===== src/rtl/hash_mem_pkg.sv =====
// Shared types for the hash-engine memory arbiter.
//   ADDR_W / DATA_W : default memory port widths
//   mem_req_t       : one engine access (write enable, address, write data)
//   arb_state_t     : arbiter FSM states
package hash_mem_pkg;

    localparam int ADDR_W = 16;
    localparam int DATA_W = 32;

    typedef struct packed {
        logic              we;
        logic [ADDR_W-1:0] addr;
        logic [DATA_W-1:0] wdata;
    } mem_req_t;

    typedef enum logic {
        IDLE = 1'b0,
        OWN  = 1'b1
    } arb_state_t;

endpackage


===== src/rtl/rr_picker.sv =====
// Combinational round-robin priority encoder.
//   req  in  N      : request vector
//   last in  IDX_W  : index granted most recently
//   any  out 1      : at least one request set
//   idx  out IDX_W  : first set request searching upward from last+1, wrapping
module rr_picker #(
    parameter int N     = 4,
    parameter int IDX_W = $clog2(N)
) (
    input  logic [N-1:0]     req,
    input  logic [IDX_W-1:0] last,
    output logic             any,
    output logic [IDX_W-1:0] idx
);

    int pos;

    // Walk from the farthest offset down to the nearest so the closest
    // requester after 'last' is the final (winning) assignment.
    always_comb begin
        any = |req;
        idx = last;
        pos = 0;
        for (int k = N; k >= 1; k--) begin
            pos = (int'(last) + k) % N;
            if (req[pos[IDX_W-1:0]]) begin
                idx = pos[IDX_W-1:0];
            end
        end
    end

endmodule


===== src/rtl/hash_mem_arbiter.sv =====
// Round-robin arbiter sharing one synchronous memory port between hash engines.
//   clk, reset        : system clock, asynchronous active-high reset
//   req/req_we        : per-engine request and write enable
//   req_addr/req_wdata: per-engine address and write data (flattened)
//   gnt, rvalid       : one-hot grant and read-data-valid (registered)
//   rdata, busy       : broadcast read data, port-owned flag
//   mem_*             : memory port (clock, registered we/addr/wdata, read data)
//
// state | meaning
// IDLE  | no owner; pick next requester round-robin from last+1
// OWN   | owner holds the port; one access per cycle while its req is high
module hash_mem_arbiter #(
    parameter int NUM_REQ   = 4,
    parameter int ADDR_W    = hash_mem_pkg::ADDR_W,
    parameter int DATA_W    = hash_mem_pkg::DATA_W,
    parameter int MAX_BURST = 16
) (
    input  logic                      clk,
    input  logic                      reset,
    input  logic [NUM_REQ-1:0]        req,
    input  logic [NUM_REQ-1:0]        req_we,
    input  logic [NUM_REQ*ADDR_W-1:0] req_addr,
    input  logic [NUM_REQ*DATA_W-1:0] req_wdata,
    output logic [NUM_REQ-1:0]        gnt,
    output logic [NUM_REQ-1:0]        rvalid,
    output logic [DATA_W-1:0]         rdata,
    output logic                      busy,
    output logic                      mem_clk,
    output logic                      mem_we,
    output logic [ADDR_W-1:0]         mem_addr,
    output logic [DATA_W-1:0]         mem_write_data,
    input  logic [DATA_W-1:0]         mem_read_data
);

    import hash_mem_pkg::*;

    localparam int IDX_W = $clog2(NUM_REQ);
    localparam int CNT_W = $clog2(MAX_BURST + 1);
    localparam logic [CNT_W-1:0] BURST_LAST = CNT_W'(MAX_BURST - 1);
    localparam logic [IDX_W-1:0] LAST_INIT  = IDX_W'(NUM_REQ - 1);

    arb_state_t         state, state_n;
    logic [IDX_W-1:0]   owner, owner_n;
    logic [IDX_W-1:0]   last, last_n;
    logic [CNT_W-1:0]   burst_cnt, burst_cnt_n;
    logic [NUM_REQ-1:0] gnt_n;
    logic               mem_we_n;
    logic [ADDR_W-1:0]  mem_addr_n;
    logic [DATA_W-1:0]  mem_write_data_n;

    logic               pick_any;
    logic [IDX_W-1:0]   pick_idx;

    logic               own_req, own_gnt, own_we;
    logic [ADDR_W-1:0]  own_addr;
    logic [DATA_W-1:0]  own_wdata;
    logic               accept;

    // Read tag pipe: stage 1 lines up with mem_addr, stage 2 is rvalid itself.
    logic               tag_v;
    logic [IDX_W-1:0]   tag_idx;

    rr_picker #(.N(NUM_REQ), .IDX_W(IDX_W)) u_picker (
        .req  (req),
        .last (last),
        .any  (pick_any),
        .idx  (pick_idx)
    );

    always_comb begin
        own_req   = 1'b0;
        own_gnt   = 1'b0;
        own_we    = 1'b0;
        own_addr  = '0;
        own_wdata = '0;
        for (int i = 0; i < NUM_REQ; i++) begin
            if (owner == IDX_W'(i)) begin
                own_req   = req[i];
                own_gnt   = gnt[i];
                own_we    = req_we[i];
                own_addr  = req_addr[i*ADDR_W +: ADDR_W];
                own_wdata = req_wdata[i*DATA_W +: DATA_W];
            end
        end
    end

    always_comb begin
        state_n          = state;
        owner_n          = owner;
        last_n           = last;
        burst_cnt_n      = burst_cnt;
        gnt_n            = gnt;
        mem_we_n         = 1'b0;
        mem_addr_n       = mem_addr;
        mem_write_data_n = mem_write_data;
        accept           = 1'b0;
        unique case (state)
            IDLE: begin
                if (pick_any) begin
                    owner_n         = pick_idx;
                    last_n          = pick_idx;
                    gnt_n           = '0;
                    gnt_n[pick_idx] = 1'b1;
                    burst_cnt_n     = '0;
                    state_n         = OWN;
                end
            end
            OWN: begin
                if (own_req && own_gnt) begin
                    accept           = 1'b1;
                    mem_we_n         = own_we;
                    mem_addr_n       = own_addr;
                    mem_write_data_n = own_wdata;
                    burst_cnt_n      = burst_cnt + CNT_W'(1);
                    // The access that fills the burst is still performed;
                    // only the grant is withdrawn.
                    if (burst_cnt == BURST_LAST) begin
                        gnt_n   = '0;
                        state_n = IDLE;
                    end
                end else begin
                    gnt_n   = '0;
                    state_n = IDLE;
                end
            end
            default: state_n = IDLE;
        endcase
    end

    always_ff @(posedge clk or posedge reset) begin
        if (reset) begin
            state          <= IDLE;
            owner          <= '0;
            last           <= LAST_INIT;
            burst_cnt      <= '0;
            gnt            <= '0;
            mem_we         <= 1'b0;
            mem_addr       <= '0;
            mem_write_data <= '0;
            tag_v          <= 1'b0;
            tag_idx        <= '0;
            rvalid         <= '0;
        end else begin
            state          <= state_n;
            owner          <= owner_n;
            last           <= last_n;
            burst_cnt      <= burst_cnt_n;
            gnt            <= gnt_n;
            mem_we         <= mem_we_n;
            mem_addr       <= mem_addr_n;
            mem_write_data <= mem_write_data_n;
            tag_v          <= accept && !own_we;
            tag_idx        <= owner;
            rvalid         <= '0;
            if (tag_v) begin
                rvalid[tag_idx] <= 1'b1;
            end
        end
    end

    assign busy    = |gnt;
    assign rdata   = mem_read_data;
    assign mem_clk = clk;

endmodule


===== config.mk =====
export PLATFORM = sky130hd
export DESIGN_NAME = hash_mem_arbiter
export DESIGN_NICKNAME = d
export VERILOG_FILES = /design/src/rtl/hash_mem_pkg.sv /design/src/rtl/rr_picker.sv /design/src/rtl/hash_mem_arbiter.sv
export SDC_FILE = /design/constraint.sdc
export NUM_CORES = 1
export LEC_CHECK = 0
export BUFFER_PORTS_ARGS = -buffer_cell sky130_fd_sc_hd__buf_4
export CORE_AREA = 2 2 126 128
export DETAILED_ROUTE_END_ITERATION = 16
export DIE_AREA = 0 0 128 130
export PLACE_DENSITY = 0.59
export SYNTH_ARGS = -nofsm -noshare
export SYNTH_HDL_FRONTEND = slang
export SYNTH_HIERARCHICAL = 1
export SYNTH_SLANG_ARGS = --single-unit

===== constraint.sdc =====
create_clock -name clk -period 1.9 [get_ports clk]
set_input_delay 0.285 -clock clk [delete_from_list [all_inputs] [get_ports clk]]
set_output_delay 0.285 -clock clk [all_outputs]
set_load 0.05 [all_outputs]

Word-level counts from Yosys, hierarchy flattened

Cells that the tools add are included.
W data, S select, Z words.

Bits in registers: 70
Bits in latches: 0
Memory bits (writable): 0
Memory bits (read-only): 0
Input port bits: 234
Logic and storage cells: 96
Memories kept: 0

Add/subtract/negate cells: 5
Multiply operators: 0
Div/mod/pow operators: 0
Magnitude comparators: 8
Eq/ne operators: 7
Shift operators: 0
Multiplexer cells: 52
Bitwise operators: 1
Reductions and logical operators: 12

Operators by type and width:

| cell                  | count |
|---|---|
| $mux W32              | 4 |
| $mux W16              | 4 |
| $mux W1               | 25 |
| $lt A2 B3 Y1 const B  | 6 |
| $mux W4               | 4 |
| $mux W5               | 2 |
| $pmux W5 S2           | 1 |
| $bmux W1 S2           | 4 |
| $mux W2               | 4 |
| $pmux W4 S2           | 1 |
| $reduce_and A2 Y1     | 4 |
| $reduce_or A4 Y1      | 2 |
| $add A5 B1 Y5 const B | 1 |
| $eq A5 B4 Y1 const B  | 1 |
| $add A2 B1 Y2 const B | 2 |
| $add A2 B2 Y2 const B | 2 |
| $demux W1 S2          | 2 |
| $eq A2 B2 Y1 const B  | 2 |
| $ge A2 B1 Y1 const B  | 2 |
| $logic_and A1 B1 Y1   | 4 |
| $ne A3 B2 Y1 const B  | 1 |
| $eq A2 B1 Y1 const B  | 1 |
| $logic_not A2 Y1      | 1 |
| $ne A2 B1 Y1 const B  | 1 |
| other kinds (4)       | 4 |

Depth between registers and ports, before layout

Gate-level depths: netlist of the first run.

Word-level depth: 13
Gate-level depth with buffers: 7
Gate-level depth less buffers: 6

By module

The synthesis of the first run kept the hierarchy.

By module, submodules not included:

| module           | instances | cells each | area each (um^2) |
|---|---|---|---|
| hash_mem_arbiter | 1         | 283        | 4190.3 |
| rr_picker        | 1         | 14         | 72.6 |

==> results of run 1 <==
through the flow:
stage / hold WS [ns] / area [µm²] / util [%] / power, mW / setup slack (ns)
6_report: 0.246 / 6600 / 42.8 / 10.9 / 0.0621
5_1_grt: 0.257 / 6600 / 42.8 / 11.5 / 0.00288
4_1_cts: 0.241 / 6590 / 42.7 / 11.1 / 0.0172
3_5_place_dp: 0.438 / 6190 / 40.2 / 9.01 / 0.139
3_3_place_gp: 0.429 / 6190 / 40.2 / 8.90 / 0.195
2_1_floorplan: 0.349 / 4270 / - / 7.32 / 0.108
area by class of cell:
cell class,instances,share of cell area (%)
flip-flops and latches,70,26.7
clock inverters,7,1.10
inverters,5,0.341
well taps,192,3.64
multi-input cells,170,31.9
repair buffers,269,31.7
clock buffers,13,4.67
kinds of logic (layout without fill, tap and decap cells):
group	count (synthesis)	after routing	share of synthesized area, %
AND/OR/NAND/NOR	46	46	5.14
flip-flops	70	70	41.2
buffers and inverters	57	294	9.48
AO/OA/AOI/OAI	20	20	3.87
multiplexers	102	102	39.8
adder cells (fa/ha/maj)	2	2	0.587
what timing repair did:
| item | in CTS | in global routing |
|---|---|---|
| hold endpoints to repair | 68 | 0 |
| pin swaps | 0 | 0 |
| hold buffers | 1 | 0 |
| resized for setup | 0 | 1 |
| buffers inserted | 2 | 0 |
| setup endpoints to repair | 1 | 1 |
worst min path at each step:
| stage | from | end | slack, ns | cells past startpoint |
|---|---|---|---|---|
| 6_report | req_we[2] | tag_v | 0.25 | 3 |
| 3_5_place_dp | reset | mem_write_data[11] | 0.44 | 3 |
| 4_1_cts | req_we[2] | tag_v | 0.24 | 3 |
| 2_1_floorplan | owner[1] | tag_idx[1] | 0.35 | 0 |
| 5_1_grt | req_we[2] | tag_v | 0.26 | 3 |
| 3_3_place_gp | reset | mem_write_data[11] | 0.43 | 3 |
synth_stat cells:
cell | n | area, µm²
nand4b_1 | 1 | 8.76
mux4_2 | 49 | 1100
a32oi_1 | 1 | 8.76
ha_1 | 2 | 25.0
mux2_2 | 42 | 473
a22o_1 | 1 | 8.76
mux2i_1 | 4 | 40.0
dfstp_2 | 2 | 52.6
a21oi_1 | 2 | 10.0
nand2_1 | 21 | 78.8
buf_2 | 2 | 10.0
o31ai_1 | 1 | 7.51
buf_4 | 38 | 285
a21o_1 | 1 | 7.51
o21ai_0 | 1 | 5.00
nor3b_1 | 1 | 7.51
o21ai_2 | 1 | 8.76
and3b_1 | 1 | 8.76
and3_1 | 2 | 12.5
nand3_1 | 2 | 10.0
mux2_1 | 7 | 78.8
o22ai_1 | 4 | 25.0
nand4_1 | 1 | 6.26
o21ai_4 | 1 | 16.3
buf_1 | 1 | 3.75
o311ai_0 | 1 | 8.76
nor3_1 | 1 | 5.00
dfrtp_1 | 68 | 1700
a31oi_1 | 2 | 12.5
clkbuf_1 | 5 | 18.8
or4_1 | 1 | 7.51
o211ai_1 | 1 | 7.51
or2_2 | 1 | 6.26
inv_1 | 5 | 18.8
nor2_1 | 8 | 30.0
buf_6 | 6 | 67.6
o41ai_1 | 1 | 8.76
nand2b_1 | 1 | 6.26
o2bb2ai_1 | 1 | 8.76
nor2b_1 | 5 | 31.3
o31ai_4 | 1 | 21.3
registers in the layout, indices dropped and copies added, names as in the netlist:
signal          cells
mem_write_data     32
burst_cnt           5
rvalid              4
tag_v               1
gnt                 4
owner               2
mem_addr           16
tag_idx             2
last                2
state               1
mem_we              1
per-layer routing:
layer | global-route usage, % | vias up | share of wire [%]
li1 | - | 1567 | -
met1 | 15.8 | 1763 | 35
met2 | 27.9 | 165 | 55
met3 | 5.41 | 20 | 8.5
met4 | 5.75 | 0 | 1.8
met5 | 0 | - | 0
worst min-delay path, cell delays in order:
cell and delay, ns:
buf_4 0.07, mux4_2 0.24, nor2_1 0.05
power groups by stage:
| stage | Sequential, mW | Clock, mW | Combinational [mW] |
|---|---|---|---|
| 2_1_floorplan | 4.38 | 0.113 | 2.83 |
| 3_3_place_gp | 2.63 | 0.113 | 6.16 |
| 3_5_place_dp | 2.65 | 0.113 | 6.25 |
| 4_1_cts | 2.61 | 2.18 | 6.30 |
| 5_1_grt | 2.69 | 2.24 | 6.57 |
| 6_report | 2.60 | 2.11 | 6.20 |
==> summary.txt, run 1 <==
GRT
  • Gr usage total: 15.1%
  • Global-route wire length before repair: 19100 µm
  • Number of global-route vias before repair: ~3600
  • Pin count of the biggest net entering global routing: just over 70
  • Remaining global-route overflow: 0
  • Initial antenna violation count: 0

Cells and area
  • Area occupied by registers: roughly 1800 µm²
  • Commonest non-fill, non-tap cell in the layout: buf_4
  • Multi-input logic area: 2100 µm²
  • Most frequent cells in the layout: buf_4 (263), dfrtp_1 (66), mux4_2 (49), mux2_2 (42), nand2_1 (21)
  • Ratio of cells with drive above 1 in the final layout: between 70% and 80%
  • Fillers: between 1000 and 1500
  • Final cell count without fillers: around 730
  • NumNets Final: between 700 and 800
  • N_diodes: 0
  • Area growth syn-to-layout: 54.7%

Place
  • Final HPWL from detailed placement: 9940 µm
  • Placed insts: 704
  • # port buffers: 260
  • GPL Wtd Cong: around 0.8

STA
  • RSZ-0062 raised after global routing: false
  • Tmin final: around 1.8 ns
  • Skew final: about 0.0056 ns
  • Setup violators final: 0
  • Pins over their slew limit: 0
  • Final count of hold timing violations: 0
  • Setup TNS: 0 ns
  • Fmax: between 500 and 600 MHz
  • Period Utilization, post-route: between 90% and 100%
  • Max_slew headroom: between 60% and 70%
  • Tightest Pin Transition: 0.468 ns

Outcome
  • Status: finished clean

Pwr
  • Gate power share: between 50% and 60%
  • Static Leakage: about 3.1 nW
  • Clock Power Share: 19.3%
  • Sequential share of power: 23.8%
  • P_int: between 6 and 7 mW
  • PD cells: between 1500 and 2000 nW/µm²
  • Switching share of power: 43.7%
  • Psw: between 4 and 5 mW
  • VDD IR max: just over 900 µV

Routing
  • Via count: around 3500
  • DRT Pass-1 Iters: 4
  • Detail Route Antenna Nets: 0
  • Initial DRC Count: between 90 and 100
  • DR vias/cell: approximately 4.8
  • Post-route DRC: 0
  • WL/cell: 17.8 µm
  • Post-Route WL: between 10000 and 15000 µm

Floorplanning
  • Initial Util: 27.6%
  • Core area: 15400 µm²
  • Row cnt: 46
  • Die Area: 16600 µm²
  • Num ports: roughly 330
  • Die X: 128 µm
  • Die H: around 130 µm

Synth
  • Seq/Total Area, Yosys: around two fifths
  • Synth Cell Area: roughly 4300 µm²
  • Post-synthesis area per instance: approximately 14 µm²
  • Syn Inst Count: between 200 and 300
  • YS warnings: 6
  • Synthesis-stage register bit count: 70
  • Synth unique cells: just over 40
  • Post-synthesis net count: around 530

Setup path
  • Crit path max-delay cell type: or4_1
  • CP startpoint kind: register
  • Req. time, crit path: 1.62 ns
  • Crit path capture: busy
  • R2r worst-path depth: 3
  • CP Buf/Inv Count: 1
  • Slowest stage delay, CP: between 0.5 and 0.6 ns
  • Reg-to-reg setup timing slack: approximately 0.18 ns
  • Crit path depth: 2
  • Worst setup path category: register to output port
  • Critical Path Sink Type: output port
  • Crit path arrival time: 1.55 ns
  • Largest fanout on the critical path: 2
  • R2R Path End: mem_write_data[24]
  • CP delay by family, top: simple AND/OR/NAND/NOR gates
  • Critical R2R Launch: owner[0]
  • Crit. Startpoint: gnt[3]
  • Critical path, cell by cell: or4_1, buf_6

Clocking
  • CTS tree: built
  • Clk_lat worst skew: about 0.44 ns
  • Clock transition at path regs: roughly 0.060 ns

Worst hold path
  • HP Class: input port to register

Flow run
  • Max-Cap Viols: 0
Note: power is estimated with default switching activity, not from simulation.
==> inputs of run 2 (changes only) <==
ABC_AREA = 1   (was default)
CORE_AREA = 2 2 125 127   (was 2 2 126 128)
DIE_AREA = 0 0 127 129   (was 0 0 128 130)
==> summary.txt, run 2 <==
Pwr
  • P_int: 5.74 mW (-6.7%)
  • Switching share of power: 49.4% (+5.8 points)
  • Psw: 5.61 mW (+18%)
  • Clock Power Share: 19.0% (-0.3 points)
  • VDD IR max: 980 µV (+6.9%)
  • Sequential share of power: 22.6% (-1.2 points)
  • Static Leakage: 3.50 nW (+12%)
  • Gate power share: 58.5% (+1.7 points)
  • PD cells: 1720 nW/µm² (+3.8%)

Routing
  • DRT Pass-1 Iters: 7 (+3)
  • WL/cell: 14.1 µm (-21%)
  • Via count: 4672 (+33%)
  • Initial DRC Count: 156 (+66%)
  • Post-Route WL: 14400 µm (+11%)
  • Detail Route Antenna Nets: 0 (unchanged)
  • Post-route DRC: 0 (unchanged)
  • DR vias/cell: 4.57 (-5.6%)

Floorplanning
  • Initial Util: 28.2% (+0.59 points)
  • Core area: 15000 µm² (-2.9%)
  • Die X: 127 µm (-0.78%)
  • Die H: 129 µm (-0.77%)
  • Die Area: 16400 µm² (-1.5%)
  • Num ports: 325 (unchanged)
  • Row cnt: 45 (-2.2%)

Setup path
  • Critical Path Sink Type: output port
  • CP startpoint kind: register
  • Worst setup path category: register to output port
  • Crit path max-delay cell type: or4_1
  • Crit path arrival time: 1.58 ns (+0.03 ns)
  • Req. time, crit path: 1.62 ns (about the same)
  • Largest fanout on the critical path: 4 (+2)
  • Slowest stage delay, CP: 0.51 ns (-0.04 ns)
  • Critical path, cell by cell: or4_1, buf_4

STA
  • Skew final: 0.00438 ns (-0.00118 ns)
  • Final count of hold timing violations: 0 (unchanged)
  • Tightest Pin Transition: 0.555 ns (+0.0872 ns)
  • Setup violators final: 0 (unchanged)
  • Fmax: 537 MHz (-1.3%)
  • RSZ-0062 raised after global routing: false
  • Pins over their slew limit: 0 (unchanged)
  • Period Utilization, post-route: 98.0% (+1.3 points)
  • Max_slew headroom: 62.9% (-5.9 points)
  • Setup TNS: 0 ns (unchanged)
  • Fin worst setup slack: 0.0378 ns (-0.0243 ns)
  • Tmin final: 1.86 ns (+0.0243 ns)

Synth
  • Ys async rst share: 100% (unchanged)
  • Post-synthesis area per instance: 7.02 µm² (-51%)
  • Count leader, synth: nand2_1
  • Synth unique cells: 29 (-29%)
  • Synth Flop Type: dfrtp_1
  • Post-synthesis net count: 838 (+57%)
  • Synth Cell Area: 4230 µm² (-0.82%)
  • Syn Inst Count: 602 (+100%)
  • YS warnings: 6 (unchanged)
  • Synthesis-stage register bit count: 70 (unchanged)
  • Seq/Total Area, Yosys: 41.5% (+0.34 points)
  • Ranking of synthesized cells by area: dfrtp_1 (40%), nand2_1 (22%), nand3_1 (7.3%)
  • Yosys top cell area share: 40.2% (+0.33 points)
  • Top cell type by total area after synthesis: dfrtp_1
  • Commonest cells post-synth: nand2_1 (243), dfrtp_1 (68), nand3_1 (62)
  • EDFF count, synth: 0 (unchanged)

Place
  • GPL Wtd Cong: 0.788 (+0.10%)
  • Placed insts: 1001 (+42%)
  • Final HPWL from detailed placement: 10900 µm (+9.9%)
  • Pre-CTS WS: 0.268 ns (+0.129 ns)
  • # port buffers: 260 (unchanged)

Cells and area
  • Ratio of cells with drive above 1 in the final layout: 37.6% (-35 points)
  • Final cell count without fillers: 1022 (+41%)
  • Commonest non-fill, non-tap cell in the layout: buf_4
  • Area growth syn-to-layout: 56.3%
  • Util after Layout: 44.1% (+1.4 points)
  • Biggest register: mem_write_data
  • Max reg flops: 32 (unchanged)
  • NumNets Final: 1066 (+39%)
  • Biggest regs: mem_write_data (32), mem_addr (16), burst_cnt (5)
  • N_diodes: 0 (unchanged)
  • Most frequent cells in the layout: buf_4 (271), nand2_1 (243), dfrtp_1 (68), nand3_1 (62), a21oi_1 (49)

GRT
  • Number of global-route vias before repair: 4396 (+21%)
  • Gr usage total: 17.4% (+2.3 points)
  • Global-route wire length before repair: 21900 µm (+15%)
  • Met3 usage: 5.70% (+0.28 points)
  • Initial antenna violation count: 0 (unchanged)
  • Remaining global-route overflow: 0 (unchanged)
  • Grt met2 use: 30.3% (+2.4 points)
  • GRT busiest layer: met2
  • Pin count of the biggest net entering global routing: 40 (-44%)
  • Met1 Resource Use GR: 18.9% (+3.1 points)

Flow run
  • Max-Cap Viols: 0 (unchanged)

Worst hold path
  • HP Class: input port to register

Clocking
  • Clock transition at path regs: 0.05 ns (about the same)
  • PostCTS Resize Cnt: 0 (unchanged)
  • CTS tree: built
  • Clk_lat worst skew: 0.45 ns (about the same)

Outcome
  • Status: finished clean
==> run 2: final cells by class <==
type | instances | area [µm²]
tap | 188 | 235
sequential | 70 | 1750
inverter | 25 | 103
fill | 1537 | 8370
timing repair buffer | 278 | 2180
multi-input combinational | 442 | 1950
clock inverter | 3 | 42.5
clock buffer | 16 | 349
==> run 2: power by group through the flow <==
stage                     Sequential (mW)  Clock (mW)  Combinational [mW]
after floorplan                      4.38       0.113                2.81
after global placement               2.58       0.113                6.67
after detailed placement             2.58       0.113                6.69
after CTS                            2.57        2.22                6.70
after global routing                 2.65        2.31                7.22
final                                2.56        2.15                6.64
==> run 2: critical path: cells and delay by family, from the launching register on <==
kind | cells | cell delay [ns]
buf+inv | 1 | 0.20
simple gates | 1 | 0.51
flops | 1 | 0.42
==> run 2: cell families (layout without fill, tap and decap cells) <==
| group | count (synthesis) | in the layout | share of synthesized area, % |
|---|---|---|---|
| simple gates | 333 | 333 | 32.4 |
| compound gates | 105 | 105 | 12.5 |
| buf+inv | 90 | 322 | 12.6 |
| flops | 70 | 70 | 41.5 |
| fa+ha+maj | 2 | 2 | 0.592 |
| xor+xnor | 2 | 2 | 0.414 |
==> run 2: final timing paths <==
path / endpoint / depth (start not counted) / slack, ns / from
max reg2reg: owner[0] / 12 / 0.26 / last[0]
max: busy / 2 / 0.04 / gnt[1]
min: mem_addr[0] / 3 / 0.1 / req_addr[48]
min in group asynchronous: tag_idx[1] / 3 / 0.48 / reset
max in group asynchronous: mem_write_data[29] / 4 / 0.92 / reset
min reg2reg: rvalid[0] / 1 / 0.46 / tag_idx[1]
==> run 2: repair_timing <==
item	in CTS	in global routing
setup endpoints to repair	0	1
hold buffers	1	0
buffers inserted	0	2
hold endpoints to repair	18	0
==> run 2: metrics by stage <==
step           hold slack, ns  power, mW  area (µm²)
2_1_floorplan           0.430       7.30        4230
3_3_place_gp            0.374       9.36        6200
3_5_place_dp            0.382       9.39        6200
4_1_cts                0.0877       11.5        6600
5_1_grt                0.0982       12.2        6610
6_report                0.100       11.4        6610
==> run 2: routing by layer <==
layer | part of all wire, % | vias up
met2 | 50 | 209
met1 | 39 | 2054
met3 | 8.2 | 32
li1 | - | 2377
met5 | 0 | -
met4 | 3.1 | 0
